File: src/rtl/evt_rx_tracker_if.sv
`default_nettype none
// ---------------------------------------------------------------------------
// evt_rx_tracker_if : channel pulses, read-out handshake and tracker status
// Revision: 1.0
// ---------------------------------------------------------------------------
interface evt_rx_tracker_if #(
  parameter int N_CH  = 16,
  parameter int CNT_W = 16
) ();
  logic [N_CH-1:0]       din;
  logic [N_CH-1:0]       ch_en;
  logic                  evt_done;
  logic [N_CH*CNT_W-1:0] evt_rx;
  logic [CNT_W-1:0]      evt_tx;
  logic                  need_read;
  logic [N_CH-1:0]       ovf;
  logic                  underrun;
  logic                  stall;
  logic [N_CH-1:0]       stall_mask;

  modport master (
    output din, ch_en, evt_done,
    input  evt_rx, evt_tx, need_read, ovf, underrun, stall, stall_mask
  );

  modport slave (
    input  din, ch_en, evt_done,
    output evt_rx, evt_tx, need_read, ovf, underrun, stall, stall_mask
  );
endinterface
`default_nettype wire

File: src/rtl/evt_rx_tracker.sv
`default_nettype none
// ---------------------------------------------------------------------------
// evt_rx_tracker : per-channel event counting, need_read, overflow and stall
// Revision: 1.0
// ---------------------------------------------------------------------------
module evt_rx_tracker #(
  parameter int N_CH    = 16,
  parameter int CNT_W   = 16,
  parameter int DEPTH   = 8,
  parameter int TIMEOUT = 1024
) (
  input  logic              clk,
  input  logic              reset,
  evt_rx_tracker_if.slave   bus
);

  localparam int               TMR_W     = $clog2(TIMEOUT);
  localparam logic [CNT_W-1:0] ONE       = CNT_W'(1);
  localparam logic [CNT_W-1:0] DEPTH_C   = CNT_W'(DEPTH);
  localparam logic [TMR_W-1:0] TIMER_MAX = TMR_W'(TIMEOUT - 1);

  typedef enum logic [1:0] {
    ST_IDLE  = 2'd0,
    ST_WAIT  = 2'd1,
    ST_STALL = 2'd2
  } state_t;

  logic [N_CH-1:0][CNT_W-1:0] rx_q, rx_d, occ_d;
  logic [CNT_W-1:0]           tx_q, tx_d;
  logic [N_CH-1:0]            nz_d, ovf_q, ovf_d;
  logic                       need_q, need_d;
  logic                       underrun_q, underrun_d;
  logic                       partial;
  state_t                     state_q, state_d;
  logic [TMR_W-1:0]           timer_q, timer_d;
  logic                       stall_q, stall_d;
  logic [N_CH-1:0]            mask_q, mask_d;

  // Everything below works on next-state counters so need_read moves on the
  // same edge as the counter update that causes it.
  assign tx_d = (bus.evt_done && need_q) ? tx_q + ONE : tx_q;

  for (genvar i = 0; i < N_CH; i++) begin : g_ch
    assign rx_d[i]  = (bus.din[i] && bus.ch_en[i]) ? rx_q[i] + ONE : rx_q[i];
    assign occ_d[i] = rx_d[i] - tx_d;
    assign nz_d[i]  = |occ_d[i];
    assign ovf_d[i] = ovf_q[i] | (bus.ch_en[i] && (occ_d[i] > DEPTH_C));
  end

  assign need_d     = (|bus.ch_en) && (&(nz_d | ~bus.ch_en));
  assign underrun_d = underrun_q | (bus.evt_done && !need_q);
  assign partial    = (|(nz_d & bus.ch_en)) && !need_d;

  always_comb begin
    state_d = state_q;
    timer_d = timer_q;
    stall_d = stall_q;
    mask_d  = mask_q;
    case (state_q)
      ST_IDLE: begin
        if (partial) begin
          state_d = ST_WAIT;
          timer_d = '0;
        end
      end
      ST_WAIT: begin
        if (!partial) begin
          state_d = ST_IDLE;
        end else if (timer_q == TIMER_MAX) begin
          state_d = ST_STALL;
          stall_d = 1'b1;
          mask_d  = bus.ch_en & ~nz_d;
        end else begin
          timer_d = timer_q + TMR_W'(1);
        end
      end
      ST_STALL: begin
        if (need_d) begin
          state_d = ST_IDLE;
          stall_d = 1'b0;
          mask_d  = '0;
        end
      end
      default: state_d = ST_IDLE;
    endcase
  end

  always_ff @(posedge clk) begin
    if (reset) begin
      rx_q       <= '0;
      tx_q       <= '0;
      need_q     <= 1'b0;
      ovf_q      <= '0;
      underrun_q <= 1'b0;
      state_q    <= ST_IDLE;
      timer_q    <= '0;
      stall_q    <= 1'b0;
      mask_q     <= '0;
    end else begin
      rx_q       <= rx_d;
      tx_q       <= tx_d;
      need_q     <= need_d;
      ovf_q      <= ovf_d;
      underrun_q <= underrun_d;
      state_q    <= state_d;
      timer_q    <= timer_d;
      stall_q    <= stall_d;
      mask_q     <= mask_d;
    end
  end

  assign bus.evt_rx     = rx_q;
  assign bus.evt_tx     = tx_q;
  assign bus.need_read  = need_q;
  assign bus.ovf        = ovf_q;
  assign bus.underrun   = underrun_q;
  assign bus.stall      = stall_q;
  assign bus.stall_mask = mask_q;

endmodule
`default_nettype wire

File: src/flat_wrapper.sv
// flat-port wrapper written by rule: the top's interface ports become plain ports
module evt_rx_tracker_flat 
#(
  parameter int N_CH    = 16,
  parameter int CNT_W   = 16,
  parameter int DEPTH   = 8,
  parameter int TIMEOUT = 1024
)
  (clk, reset, bus_din, bus_ch_en, bus_evt_done, bus_evt_rx, bus_evt_tx, bus_need_read, bus_ovf, bus_underrun, bus_stall, bus_stall_mask);
  evt_rx_tracker_if #(.N_CH(N_CH), .CNT_W(CNT_W)) bus_i ();
  input  logic clk;
  input  logic reset;
  input wire logic [$bits(bus_i.din)-1:0] bus_din;
  input wire logic [$bits(bus_i.ch_en)-1:0] bus_ch_en;
  input wire logic [$bits(bus_i.evt_done)-1:0] bus_evt_done;
  output wire logic [$bits(bus_i.evt_rx)-1:0] bus_evt_rx;
  output wire logic [$bits(bus_i.evt_tx)-1:0] bus_evt_tx;
  output wire logic [$bits(bus_i.need_read)-1:0] bus_need_read;
  output wire logic [$bits(bus_i.ovf)-1:0] bus_ovf;
  output wire logic [$bits(bus_i.underrun)-1:0] bus_underrun;
  output wire logic [$bits(bus_i.stall)-1:0] bus_stall;
  output wire logic [$bits(bus_i.stall_mask)-1:0] bus_stall_mask;
  assign bus_i.din = bus_din;
  assign bus_i.ch_en = bus_ch_en;
  assign bus_i.evt_done = bus_evt_done;
  assign bus_evt_rx = bus_i.evt_rx;
  assign bus_evt_tx = bus_i.evt_tx;
  assign bus_need_read = bus_i.need_read;
  assign bus_ovf = bus_i.ovf;
  assign bus_underrun = bus_i.underrun;
  assign bus_stall = bus_i.stall;
  assign bus_stall_mask = bus_i.stall_mask;
  evt_rx_tracker #(.N_CH(N_CH), .CNT_W(CNT_W), .DEPTH(DEPTH), .TIMEOUT(TIMEOUT)) u_core (.clk(clk), .reset(reset), .bus(bus_i));
endmodule
File: config.mk
export PLATFORM = sky130hd
export DESIGN_NAME = evt_rx_tracker_flat
export DESIGN_NICKNAME = d
export VERILOG_FILES = /design/src/rtl/evt_rx_tracker_if.sv /design/src/rtl/evt_rx_tracker.sv /design/src/flat_wrapper.sv
export SDC_FILE = /design/constraint.sdc
export NUM_CORES = 1
export LEC_CHECK = 0
export CORE_ASPECT_RATIO = 1.75
export CORE_UTILIZATION = 38
export CTS_CLUSTER_DIAMETER = 50
export DETAILED_ROUTE_END_ITERATION = 10
export REMOVE_ABC_BUFFERS = 1
export SLEW_MARGIN = 20
export SYNTH_ARGS = -nofsm -noshare
export SYNTH_HDL_FRONTEND = slang
export SYNTH_SLANG_ARGS = --single-unit
File: constraint.sdc
create_clock -name clk -period 12.7 [get_ports clk]
set_input_delay 3.175 -clock clk [delete_from_list [all_inputs] [get_ports clk]]
set_output_delay 3.175 -clock clk [all_outputs]
set_load 0.005 [all_outputs]
Yosys cells after proc, flatten, opt, wreduce, memory -nomap -nowiden. Cells that the tools add are included.

Register bits: 319. Bits of input ports: 35. Output and inout bits: 307. Logic and storage cells: 202.

Add/subtract/negate cells: 34. Magnitude comparators: 16. Eq/ne operators: 9. Multiplexer cells: 34. Bitwise operators: 22. Reduce and logical (&&, ||, !) cells: 63.

Operators with widths (number): 16-bit 2-to-1 mux (20); 16-bit OR reduction (18); 16-bit by 1-bit adder with 16-bit output (second input constant) (17); 16-bit by 4-bit greater-than comparator with 1-bit output (second input constant) (16); 16-bit subtractor (16); 1-bit logical AND (36); 16-bit bitwise AND (2); 16-bit NOT (2); 16-bit one-hot mux with 2 select lines (1); 10-bit 2-to-1 mux (3); 10-bit one-hot mux with 2 select lines (1); 1-bit OR (17); 16-bit OR (1); 16-bit AND reduction (1); 10-bit by 1-bit adder with 10-bit output (second input constant) (1); 10-bit == test (second input constant) (1); 2-bit 2-to-1 mux (4); 2-bit by 1-bit inequality test with 1-bit output (second input constant) (4); 4-bit AND reduction (2); 2-bit one-hot mux with 3 select lines (1); 2-bit nonzero test (2); 1-bit 2-to-1 mux (3); 3-bit inequality test (second input constant) (1); 3-bit AND reduction (1); 6 further kinds (7).

Depth between registers and ports, before layout.
Depth in word-level cells: 11. Mapped depth: 26. Depth with buffers taken out: 21.

Worst setup path after synthesis. OpenSTA, ideal clock, no wires.

Path type: input -> register. Start: in bus_evt_done. End: reg u_core.mask_q[10], in the netlist u_core.bus.stall_mask[10]. Setup time: 0.132 ns. Data arrival time: 8.599 ns. Required time: 12.568 ns. Path slack: 3.969 ns. Stages: 20. Path buffers: 2. Cells stage by stage: nand2_1 mux2i_1 ha_1 nor2b_1 o21ai_0 a32oi_1 o41ai_2 a21oi_1 a2111oi_4 o311a_1 o32a_1 or4b_1 o31a_1 or4_1 nor4_1 nand4_1 and4_1 buf_6 buf_6 mux2i_1.

Word-level cells in the longest chain between the ends: 11. Elaborated cells on any way between the ends: 49. Those cells by class: 16 x add/sub; 2 x eq/ne; 4 x mux; 4 x bitwise; 23 x reduce/logical.

RTL lines: from (decl) (line flat_wrapper.sv:15) `input wire logic [$bits(bus_i.evt_done)-1:0] bus_evt_done;`; 1-bit logical AND (*) (line evt_rx_tracker.sv:41) `assign tx_d = (bus.evt_done && need_q) ? tx_q + ONE : tx_q;`; 16-bit 2-to-1 mux (*) (line evt_rx_tracker.sv:41); 16-bit subtractor (line evt_rx_tracker.sv:45) `assign occ_d[i] = rx_d[i] - tx_d;`; 16-bit OR reduction (line evt_rx_tracker.sv:46) `assign nz_d[i] = |occ_d[i];`; 16-bit OR (line evt_rx_tracker.sv:50) `assign need_d = (|bus.ch_en) && (&(nz_d | ~bus.ch_en));`; 16-bit AND reduction (line evt_rx_tracker.sv:50); 1-bit logical AND (line evt_rx_tracker.sv:50); 1-bit zero test (line evt_rx_tracker.sv:52) `assign partial = (|(nz_d & bus.ch_en)) && !need_d;`; 1-bit logical AND (line evt_rx_tracker.sv:52); 2-bit by 1-bit inequality test with 1-bit output (no source line); 4-bit AND reduction (no source line); to (signal assigned) (line evt_rx_tracker.sv:108) `mask_q <= mask_d;`; to (decl) (line evt_rx_tracker.sv:37) `logic [N_CH-1:0] mask_q, mask_d;`.

Mark *: on every way between the ends. The rest lies on a longest branch, timed or not. The select of a mux whose other input is x is not followed. A chain may end at the register's enable or synchronous reset.

Worst setup path in the final report.
Start: in bus_evt_done. End: reg u_core.mask_q[0], in the netlist u_core.bus.stall_mask[0].

Same word-level chain as after synthesis.

==> out/results.ini <==
[run_status]
status=completed

[cells_and_area]
fin_nets=4276
final_common_cell=nor2_1
area_growth_syn_to_layout_pct=20.7
layout_common_cells=nor2_1 (416), clkdlybuf4s50_1 (340), dfxtp_1 (319)
drive_gt1_share_pct=6.32

[floorplan]
die_w_um=212
ioPinCount=342
rows=134
start_util_pct=38.3
dieHeight_um=369
core_mm2=0.0763
die-area_mm2=0.0781

[clocking]
cts_resized=0
cts_made_buffers=42
clk_pin_slew_ns=0.07
h-tree-depth=2
cts_tree=built
postCtsSetupRepairBufs=0
cts_hold_buf=0
cts_root_buf=clkbuf_16
clockBufferDepth=3
clkLatencyLatePin_ns=0.62
cts_sinks=319

[worst_setup_path]
cp_max_fo=27
cp_top_family=simple AND/OR/NAND/NOR gates
worstPathRequired_ns=13.16
max_stage_delay_ns=0.94
crit_type=in2reg
crit_path_end_kind=register
crit_buf_inv=3
slowest_stage=and4_1
cp_cell_sequence=clkdlybuf4s50_1 -> nand3_4 -> or4_1 -> nand2_4 -> inv_2 -> buf_4 -> ha_1 -> or4b_2 -> nand4_1 -> o311ai_0 -> nand2_1 -> and2_1 -> nor2_1 -> a211oi_1 -> o311ai_0 -> o31ai_1 -> o21ai_0 -> nor4_1 -> nand4_1 -> and4_1 -> mux2i_1
crit_path_start_kind=primary input
cp.arrival_ns=11.50

[yosys]
ys.warnings.count=0
seq_area_frac_synth_pct=21.8
ys_top_cells_by_area=dfxtp_1 (22%), xnor2_1 (8.2%), nor2_1 (5.3%)
synth_top_flop_cell=dfxtp_1
synth_top_area_share_pct=21.8
ys_types=108
synthArstFlopShare_pct=0
synth-compound-area-share_pct=21.8
synth_xor_area_share_pct=12.6
synth_simple_gate_area_share_pct=31.0
yosys_register_bits=319
syn_inst=3853
synth-adder-area-share_pct=6.66
synth.avg_cell_area_um2=7.59
synth_area_mm2=0.0293
synth_largest_area_cell=dfxtp_1
synth-edff-count=0
muxShareOfSynthArea_pct=2.47
synth_top_family_by_area=simple AND/OR/NAND/NOR gates

[routing]
drc_errors=0
antenna_left=0
initialDrtViolationCount=2450
routed_wl_mm=129
first_pass_iters=6
num_vias=32200
wl_per_cell_um=24.9
vias_per_cell=6.21

[global_routing]
antenna_found_initial=2
grt_max_degree=85
grt_pass1_wl_mm=191
overflow=0
grtUsageTotal_pct=32.4
grt_pass1_vias=31000

[power_and_ir_drop]
power.density_mw_per_mm2=112
power.leakage_nw=13.0
ir_worst_vdd_uv=84.5

[timing]
finalSetupViolations=0
worst_clock_skew_ns=0.0343
timing.slew.headroom_pct=21.4
layout_min_cycle_time_ns=11.04
finalHoldViolCount=0
setup-tns-final_ns=0
rsz0062_at_grt=false
slew_viol_final=0
hold_ws_ns=0.455
period_share_pct=86.9
worst_slew_pin_slew_ns=1.18
timing.final.ws_setup_ns=1.66
fmax_mhz=90.6

[place]
portBuffers=341
place_ws_ns=1.40
place_congestion=0.980
dp_hpwl_mm=97.0

[run]
max_cap_viol_count=0

[min_path]
hp-class=reg2reg

-- worst paths after layout --
kind / from / slack (ns) / end / depth (start not counted)
min reg2reg: u_core.bus.ovf[2] / 0.45 / u_core.bus.ovf[2] / 2
max: bus_evt_done / 1.66 / u_core.bus.stall_mask[0] / 21
min: u_core.bus.ovf[2] / 0.45 / u_core.bus.ovf[2] / 2
max reg2reg: u_core.bus.evt_tx[0] / 4.08 / u_core.bus.stall_mask[0] / 21
-- synthesized netlist by cell type, drive strengths merged, types with 66 or more instances --
master	number
dfxtp	319
a211oi	79
clkbuf	109
xnor2	275
nor2	417
nor4	85
and2	154
nand4	134
o21ai	131
ha	110
a21oi	152
nand2	313
nor3	118
xor2	121
nand3	189
inv	100
and3	66
-- cell families (layout without fill, tap and decap cells) --
logic type,Yosys count,count (layout)
compound gates,890,890
flops,319,319
fa+ha+maj,167,167
buf+inv,262,570
mux,69,69
xor+xnor,405,405
simple gates,1741,1741
other cells,0,1
-- per-layer routing --
metal  vias up  share of wire, %  track usage, %
li1      15000                 -               -
met1     15400                38            36.8
met2      1351                47            54.4
met3       424               7.2            5.86
met4         2               8.0            23.0
met5         -            0.0070               0
-- worst reg2reg max path: stages (launching register included) --
cell      delay (ns)
dfxtp_1         0.53
ha_1            0.26
nand3_4         0.28
or4_1           0.76
nand2_4         0.43
inv_2           0.05
buf_4           0.27
ha_1            0.47
or4b_2          0.60
nand4_1         0.15
o311ai_0        0.19
nand2_1         0.19
and2_1          0.17
nor2_1          0.07
a211oi_1        0.28
o311ai_0        0.24
o31ai_1         0.88
o21ai_0         0.41
nor4_1          0.27
nand4_1         0.80
and4_1          0.95
mux2i_1         0.24
-- area by class of cell --
| cell class | instances | area, um2 |
|---|---|---|
| repair buffers | 396 | 3830 |
| clock inverters | 23 | 236 |
| multi-input cells | 3272 | 22000 |
| clock buffers | 51 | 1170 |
| fillers | 7686 | 41000 |
| diodes | 1 | 2.50 |
| well taps | 1020 | 1280 |
| inverters | 100 | 377 |
| flip-flops and latches | 319 | 6390 |
-- state kept, by name, indices dropped and copies added, names as in the netlist, 2 cells and up --
register	count
u_core.bus.ovf	16
u_core.state_q	2
u_core.bus.stall_mask	16
u_core.bus.evt_rx	256
u_core.bus.evt_tx	16
u_core.timer_q	10
-- per-stage QoR --
step	utilization, %	power (W)	std cells	instance area (um2)
after global placement	44.4	0.00266	5107	33900
after detailed placement	44.4	0.00267	5107	33900
after global routing	46.3	0.00417	5181	35300
after CTS	46.3	0.00395	5181	35300
final	46.3	0.00397	5182	35300
after floorplan	-	0.00221	3691	28600
-- power by group --
group | switching, W | leakage, nW | total [W] | internal, W
combinational | 0.000951 | 9.73 | 0.00165 | 0.000697
clock | 0.000558 | 0.679 | 0.00127 | 0.000710
sequential | 0.0000324 | 2.58 | 0.00105 | 0.00102
Power figures use the tool's default switching activity.
